--- config.mk ---
export PLATFORM = sky130hd
export DESIGN_NAME = uart_rx_fifo_flat
export DESIGN_NICKNAME = d
export VERILOG_FILES = /design/src/rtl/uart_rx_fifo_if.sv /design/src/rtl/uart_rx_fifo.sv /design/src/flat_wrapper.sv
export SDC_FILE = /design/constraint.sdc
export NUM_CORES = 1
export LEC_CHECK = 0
export ABC_AREA = 1
export CAP_MARGIN = 30
export CORE_MARGIN = 3
export CORE_UTILIZATION = 57
export DETAILED_ROUTE_END_ITERATION = 8
export GPL_ROUTABILITY_DRIVEN = 0
export PLACE_DENSITY = 0.79
export SYNTH_ARGS = -nofsm -noshare
export SYNTH_HDL_FRONTEND = slang
export SYNTH_SLANG_ARGS = --single-unit
--- constraint.sdc ---
create_clock -name CLK -period 2.9 [get_ports CLK]
set_clock_uncertainty 0.1 [all_clocks]
set_input_delay 0.58 -clock CLK [delete_from_list [all_inputs] [get_ports CLK]]
set_output_delay 0.58 -clock CLK [all_outputs]
set_load 0.01 [all_outputs]
--- src/rtl/uart_rx_fifo_if.sv ---
// -----------------------------------------------------------------------------
// uart_rx_fifo_if
// Bundles the signals between the UART receive buffer and its neighbours:
// the byte strobe from the receiver, the host read handshake, occupancy and
// overflow status.
//
// Signals:
//   P_DATA      receiver -> fifo   received byte
//   data_valid  receiver -> fifo   one-cycle strobe, P_DATA valid
//   rd_en       host     -> fifo   read request
//   ovf_clr     host     -> fifo   clears the sticky overflow flag
//   rd_data     fifo     -> host   registered read data
//   rd_valid    fifo     -> host   one-cycle pulse, rd_data updated
//   empty/full  fifo     -> host   occupancy decode
//   count       fifo     -> host   occupancy 0..2^DEPTH_LOG2
//   ovf_flag    fifo     -> host   sticky overflow indicator
//   rx_byte_cnt, drop_cnt          statistics, only with UART_RX_FIFO_STATS_EN
//
// Modports: master = receiver/host side, slave = the fifo.
// Optional feature macro: UART_RX_FIFO_STATS_EN
// -----------------------------------------------------------------------------
interface uart_rx_fifo_if #(
  parameter int DATA_WIDTH = 8,
  parameter int DEPTH_LOG2 = 3
) ();

  logic [DATA_WIDTH-1:0] P_DATA;
  logic                  data_valid;
  logic                  rd_en;
  logic                  ovf_clr;
  logic [DATA_WIDTH-1:0] rd_data;
  logic                  rd_valid;
  logic                  empty;
  logic                  full;
  logic [DEPTH_LOG2:0]   count;
  logic                  ovf_flag;

`ifdef UART_RX_FIFO_STATS_EN
  logic [15:0]           rx_byte_cnt;
  logic [7:0]            drop_cnt;

  modport master (
    output P_DATA, data_valid, rd_en, ovf_clr,
    input  rd_data, rd_valid, empty, full, count, ovf_flag,
    input  rx_byte_cnt, drop_cnt
  );

  modport slave (
    input  P_DATA, data_valid, rd_en, ovf_clr,
    output rd_data, rd_valid, empty, full, count, ovf_flag,
    output rx_byte_cnt, drop_cnt
  );
`else
  modport master (
    output P_DATA, data_valid, rd_en, ovf_clr,
    input  rd_data, rd_valid, empty, full, count, ovf_flag
  );

  modport slave (
    input  P_DATA, data_valid, rd_en, ovf_clr,
    output rd_data, rd_valid, empty, full, count, ovf_flag
  );
`endif

endinterface : uart_rx_fifo_if

--- src/rtl/uart_rx_fifo.sv ---
// -----------------------------------------------------------------------------
// uart_rx_fifo
// Receive buffer placed directly behind the UART receiver. Every data_valid
// strobe pushes P_DATA into a circular buffer of 2^DEPTH_LOG2 entries; the
// host drains it with rd_en and receives the byte one cycle later on
// rd_data/rd_valid. A byte arriving while the buffer is full (and no read
// frees a slot in the same cycle) is dropped and sets the sticky ovf_flag.
//
// Ports:
//   CLK   rising-edge clock
//   RST   synchronous reset, active low; discards all contents
//   bus   uart_rx_fifo_if.slave (see interface header for the signal list)
//
// Optional feature macro: UART_RX_FIFO_STATS_EN
//   adds rx_byte_cnt (accepted writes) and drop_cnt (overflow drops), both
//   wrapping and cleared by ovf_clr.
//
// All outputs come straight from flops; no input reaches an output without
// passing through a register.
// -----------------------------------------------------------------------------
module uart_rx_fifo #(
  parameter int DATA_WIDTH = 8,
  parameter int DEPTH_LOG2 = 3
) (
  input  logic           CLK,
  input  logic           RST,
  uart_rx_fifo_if.slave  bus
);

  localparam int                  DEPTH     = 1 << DEPTH_LOG2;
  localparam logic [DEPTH_LOG2:0] CNT_ZERO  = (DEPTH_LOG2+1)'(0);
  localparam logic [DEPTH_LOG2:0] CNT_ONE   = (DEPTH_LOG2+1)'(1);
  localparam logic [DEPTH_LOG2:0] CNT_FULL  = (DEPTH_LOG2+1)'(DEPTH);
  localparam logic [DEPTH_LOG2-1:0] PTR_ONE = DEPTH_LOG2'(1);

  // storage and state
  logic [DATA_WIDTH-1:0] mem_r [DEPTH];
  logic [DEPTH_LOG2-1:0] wr_ptr_r;
  logic [DEPTH_LOG2-1:0] rd_ptr_r;
  logic [DEPTH_LOG2:0]   count_r;
  logic                  empty_r;
  logic                  full_r;
  logic [DATA_WIDTH-1:0] rd_data_r;
  logic                  rd_valid_r;
  logic                  ovf_flag_r;

  // decoded handshakes
  logic                  wr_accept_s;
  logic                  rd_accept_s;
  logic                  ovf_s;
  logic [DEPTH_LOG2:0]   count_nxt_s;

  // Accept decisions; a read in the same cycle frees a slot for a write when
  // full, but an empty buffer never forwards the incoming byte to the reader.
  always_comb begin
    wr_accept_s = 1'b0;
    rd_accept_s = 1'b0;
    ovf_s       = 1'b0;
    if (RST) begin
      wr_accept_s = bus.data_valid & (~full_r | bus.rd_en);
      rd_accept_s = bus.rd_en & ~empty_r;
      ovf_s       = bus.data_valid & full_r & ~bus.rd_en;
    end else begin
      wr_accept_s = 1'b0;
      rd_accept_s = 1'b0;
      ovf_s       = 1'b0;
    end
  end

  // Next occupancy from the accepted write/read pair.
  always_comb begin
    count_nxt_s = count_r;
    case ({wr_accept_s, rd_accept_s})
      2'b10:   count_nxt_s = count_r + CNT_ONE;
      2'b01:   count_nxt_s = count_r - CNT_ONE;
      default: count_nxt_s = count_r;
    endcase
  end

  // Storage write; the array itself is intentionally not reset.
  always_ff @(posedge CLK) begin
    if (wr_accept_s) begin
      mem_r[wr_ptr_r] <= bus.P_DATA;
    end
  end

  // Pointers, occupancy and its registered empty/full decode.
  always_ff @(posedge CLK) begin
    if (!RST) begin
      wr_ptr_r <= '0;
      rd_ptr_r <= '0;
      count_r  <= CNT_ZERO;
      empty_r  <= 1'b1;
      full_r   <= 1'b0;
    end else begin
      if (wr_accept_s) begin
        wr_ptr_r <= wr_ptr_r + PTR_ONE;
      end
      if (rd_accept_s) begin
        rd_ptr_r <= rd_ptr_r + PTR_ONE;
      end
      count_r <= count_nxt_s;
      empty_r <= (count_nxt_s == CNT_ZERO);
      full_r  <= (count_nxt_s == CNT_FULL);
    end
  end

  // Registered read port; rd_data holds its value between reads.
  always_ff @(posedge CLK) begin
    if (!RST) begin
      rd_data_r  <= '0;
      rd_valid_r <= 1'b0;
    end else begin
      rd_valid_r <= rd_accept_s;
      if (rd_accept_s) begin
        rd_data_r <= mem_r[rd_ptr_r];
      end
    end
  end

  // Sticky overflow flag; a new overflow takes priority over a clear.
  always_ff @(posedge CLK) begin
    if (!RST) begin
      ovf_flag_r <= 1'b0;
    end else if (ovf_s) begin
      ovf_flag_r <= 1'b1;
    end else if (bus.ovf_clr) begin
      ovf_flag_r <= 1'b0;
    end
  end

  assign bus.rd_data  = rd_data_r;
  assign bus.rd_valid = rd_valid_r;
  assign bus.empty    = empty_r;
  assign bus.full     = full_r;
  assign bus.count    = count_r;
  assign bus.ovf_flag = ovf_flag_r;

`ifdef UART_RX_FIFO_STATS_EN
  logic [15:0] rx_byte_cnt_r;
  logic [7:0]  drop_cnt_r;

  // Statistics counters; ovf_clr restarts them, counting the current event.
  always_ff @(posedge CLK) begin
    if (!RST) begin
      rx_byte_cnt_r <= 16'h0000;
      drop_cnt_r    <= 8'h00;
    end else if (bus.ovf_clr) begin
      rx_byte_cnt_r <= {15'b0, wr_accept_s};
      drop_cnt_r    <= {7'b0, ovf_s};
    end else begin
      rx_byte_cnt_r <= rx_byte_cnt_r + {15'b0, wr_accept_s};
      drop_cnt_r    <= drop_cnt_r + {7'b0, ovf_s};
    end
  end

  assign bus.rx_byte_cnt = rx_byte_cnt_r;
  assign bus.drop_cnt    = drop_cnt_r;
`endif

endmodule : uart_rx_fifo

--- src/flat_wrapper.sv ---
// flat-port wrapper written by rule: the top's interface ports become plain ports
module uart_rx_fifo_flat 
#(
  parameter int DATA_WIDTH = 8,
  parameter int DEPTH_LOG2 = 3
)
  (CLK, RST, bus_P_DATA, bus_data_valid, bus_rd_en, bus_ovf_clr, bus_rd_data, bus_rd_valid, bus_empty, bus_full, bus_count, bus_ovf_flag);
  uart_rx_fifo_if #(.DATA_WIDTH(DATA_WIDTH), .DEPTH_LOG2(DEPTH_LOG2)) bus_i ();
  input  logic CLK;
  input  logic RST;
  input wire logic [$bits(bus_i.P_DATA)-1:0] bus_P_DATA;
  input wire logic [$bits(bus_i.data_valid)-1:0] bus_data_valid;
  input wire logic [$bits(bus_i.rd_en)-1:0] bus_rd_en;
  input wire logic [$bits(bus_i.ovf_clr)-1:0] bus_ovf_clr;
  output wire logic [$bits(bus_i.rd_data)-1:0] bus_rd_data;
  output wire logic [$bits(bus_i.rd_valid)-1:0] bus_rd_valid;
  output wire logic [$bits(bus_i.empty)-1:0] bus_empty;
  output wire logic [$bits(bus_i.full)-1:0] bus_full;
  output wire logic [$bits(bus_i.count)-1:0] bus_count;
  output wire logic [$bits(bus_i.ovf_flag)-1:0] bus_ovf_flag;
  assign bus_i.P_DATA = bus_P_DATA;
  assign bus_i.data_valid = bus_data_valid;
  assign bus_i.rd_en = bus_rd_en;
  assign bus_i.ovf_clr = bus_ovf_clr;
  assign bus_rd_data = bus_i.rd_data;
  assign bus_rd_valid = bus_i.rd_valid;
  assign bus_empty = bus_i.empty;
  assign bus_full = bus_i.full;
  assign bus_count = bus_i.count;
  assign bus_ovf_flag = bus_i.ovf_flag;
  uart_rx_fifo #(.DATA_WIDTH(DATA_WIDTH), .DEPTH_LOG2(DEPTH_LOG2)) u_core (.CLK(CLK), .RST(RST), .bus(bus_i));
endmodule
==> results.yml <==
flow_run:
  cap_violations: 0
timing:
  setup-violations-final: 0
  fmax_ghz: 0.421
  post-route-period-util_pct: 81.9
  period_minus_slack_ns: 2.38
  finalHoldViolations: 0
  worstMarginPinSlew_ns: 0.964
  slew_headroom_pct: 35.7
  grt_setup_unrepaired: "false"
  drv_slew: 0
  tns_ns: 0
die:
  core_area_um2: 5710
  ios: 29
  initial_core_util_pct: 61.2
  fp.dieW_um: 84.3
  die_h_um: 84.3
  die_area_um2: 7110
  placementRows: 27
clock_tree:
  clock_latency_ns: 0.35
  tritoncts: "built"
  root_buffer: "clkbuf_8"
  clk_pin_slew_worst_paths_ns: 0.08
  cts_buffer_depth: 2
  cts_made_buffers: 9
  holdBufCountCts: 0
  postCtsSetupBuffers: 0
  ctsResizeCount: 0
  htreeDepth: 3
  cts_sinks: 86
global_route:
  grt_use_total_pct: 22.0
  grt_remaining_overflow: 0
  grt_max_degree: 35
  antenna_found_initial: 0
  grt_pass1_wl_mm: 11.9
  grt_pass1_vias: 2409
logic_synthesis:
  synth.avg_cell_area_um2: 11.4
  synth_cell_types: 26
  yosysSeqAreaShare_pct: 67.6
  syn_area_um2: 3490
  synth_top_area_share_pct: 55.0
  synth_flop_cell: "edfxtp_1"
  syn_nets: 323
  synth.largest_area_cell: "edfxtp_1"
  async_flop_share_pct: 0
  yosysWarnings: 0
  ys_ff_latch: 86
  synth_edf_count: 64
  synthCells: 306
  synth.most_common_cell: "edfxtp_1"
  synth_common_cells: "64 x edfxtp_1, 47 x nor2_1, 36 x o21ai_0, 32 x nand2_1, 23 x inv_1"
  synth_area_leaders: "edfxtp_1 55%, dfxtp_1 13%, o21ai_0 5.2%"
routing:
  vias: 2367
  drtPass1Iterations: 4
  antenna_left: 0
  initialDrtViolationCount: 245
  wl_per_cell_um: 16.6
  drc: 0
  drt-total-wl_mm: 7.07
  viasPerCell: 5.54
placed_design:
  place_area_um2: 3940
  portBuffers: 28
  dp_hpwl_mm: 4.75
run_status:
  status: "completed"
cells_and_area:
  diodes: 0
  finalInstanceArea_um2: 4150
  drive_above_1_share_pct: 13.5
  syn2layout_area_growth_pct: 18.9
  num-nets-final: 367
critical_path:
  startpoint_type: "input pin"
  crit_family: "buffers and inverters"
  worstSetupPathType: "in2reg"
  crit_required_ns: 3.05
  crit_slowest_cell: "clkdlybuf4s50_1"
  worstRegToRegCells: 12
  cp_max_fo: 6
  path_depth: 11
  worstPathArrival_ns: 2.52
  cpPeakStageDelay_ns: 0.58
  end_kind: "flop"
  path_cells: "clkdlybuf4s50_1 > nand2_2 > inv_1 > nand2_1 > ha_1 > o21ai_0 > nor2_1 > nand3_2 > nand2_1 > inv_1 > a21oi_2"
  cp_num_buf_inv: 3
pwr:
  leakage_nw: 1.54
  p_per_area_nw_per_um2: 662
  peakVddDrop_mv: 0.431
worst_hold_path:
  holdCritPathClass: "reg2reg"
  hold_depth: 2
==> cell families (layout without fill, tap and decap cells) <==
group / after synthesis / after routing / synth area share (%)
adder cells (fa/ha/maj): 4 / 4 / 1.43
flip-flops: 86 / 86 / 67.6
AO/OA/AOI/OAI: 68 / 68 / 11.6
AND/OR/NAND/NOR: 109 / 109 / 14.6
XOR/XNOR: 2 / 2 / 0.501
buffers and inverters: 37 / 86 / 4.22
==> per-stage QoR <==
stage | utilization (%) | power [mW] | cells | setup slack [ns] | hold slack (ns)
after floorplan | - | 1.71 | 306 | 0.679 | 0.363
after global placement | 69.1 | 1.87 | 411 | 0.248 | 0.357
after detailed placement | 69.1 | 1.89 | 411 | 0.192 | 0.365
after CTS | 72.8 | 2.77 | 427 | 0.548 | 0.376
after global routing | 72.8 | 2.89 | 427 | 0.346 | 0.399
final | 72.8 | 2.75 | 427 | 0.524 | 0.374
==> worst register-to-register path: stages (launching register included) <==
cell and delay [ns]:
dfxtp_1 0.38, nor2_8 0.18, nand3_2 0.10, nand2_2 0.10, inv_1 0.05, ha_1 0.26
inv_1 0.03, o21ai_0 0.22, nor2_1 0.10, nand3_2 0.09, nand2_1 0.05, inv_1 0.06
a21oi_2 0.03
==> power by group <==
part	internal, mW	total (mW)	leakage (nW)	switching [mW]
combinational	0.179	0.441	0.681	0.262
sequential	1.37	1.42	0.758	0.0417
clock	0.479	0.894	0.102	0.415
total	2.03	2.75	1.54	0.718
==> final timing paths <==
check                                         from                          endpoint  slack, ns
setup reg to reg       u_core.bus.empty$_SDFF_PN1_       u_core.bus.empty$_SDFF_PN1_       1.05
setup / recovery                               RST       u_core.bus.empty$_SDFF_PN1_       0.52
hold / removal    u_core.bus.ovf_flag$_SDFFE_PN0P_  u_core.bus.ovf_flag$_SDFFE_PN0P_       0.37
hold reg to reg   u_core.bus.ovf_flag$_SDFFE_PN0P_  u_core.bus.ovf_flag$_SDFFE_PN0P_       0.37
==> layout by cell type, fill, tap and decap left out, types with 4 or more instances in the layout <==
master,n
inv_1,23
nand3_1,13
o221ai_1,9
clkdlybuf4s50_1,28
nand2_2,6
clkbuf_8,9
ha_1,4
nand3_2,5
buf_4,18
nor2_1,47
clkinv_1,4
o211ai_1,7
edfxtp_1,64
dfxtp_1,22
o21ai_0,36
nand2_1,32
a21oi_1,6
o22ai_1,8
==> metal layers <==
layer	part of all wire (%)	up-vias	track usage (%)
met1	44	1109	29.9
met5	0	-	0
li1	-	1169	-
met4	1.5	0	7.75
met3	6.7	13	5.89
met2	48	76	34.2
==> state kept, by name, indices dropped and copies added, names as in the netlist <==
register and count:
u_core.mem_r 64, u_core.bus.rd_data 8, u_core.bus.count 4, u_core.rd_ptr_r 3, u_core.wr_ptr_r 3, u_core.bus.empty 1, u_core.bus.full 1, u_core.bus.ovf_flag 1
u_core.bus.rd_valid 1
==> area by class of cell <==
type                       count  area, um2
sequential                    86       2360
fill                         381       1560
multi-input combinational    183        985
clock inverter                 7       87.6
timing repair buffer          46        415
inverter                      24       90.1
tap                           72       90.1
clock buffer                   9        124
Power figures use the tool's default switching activity.
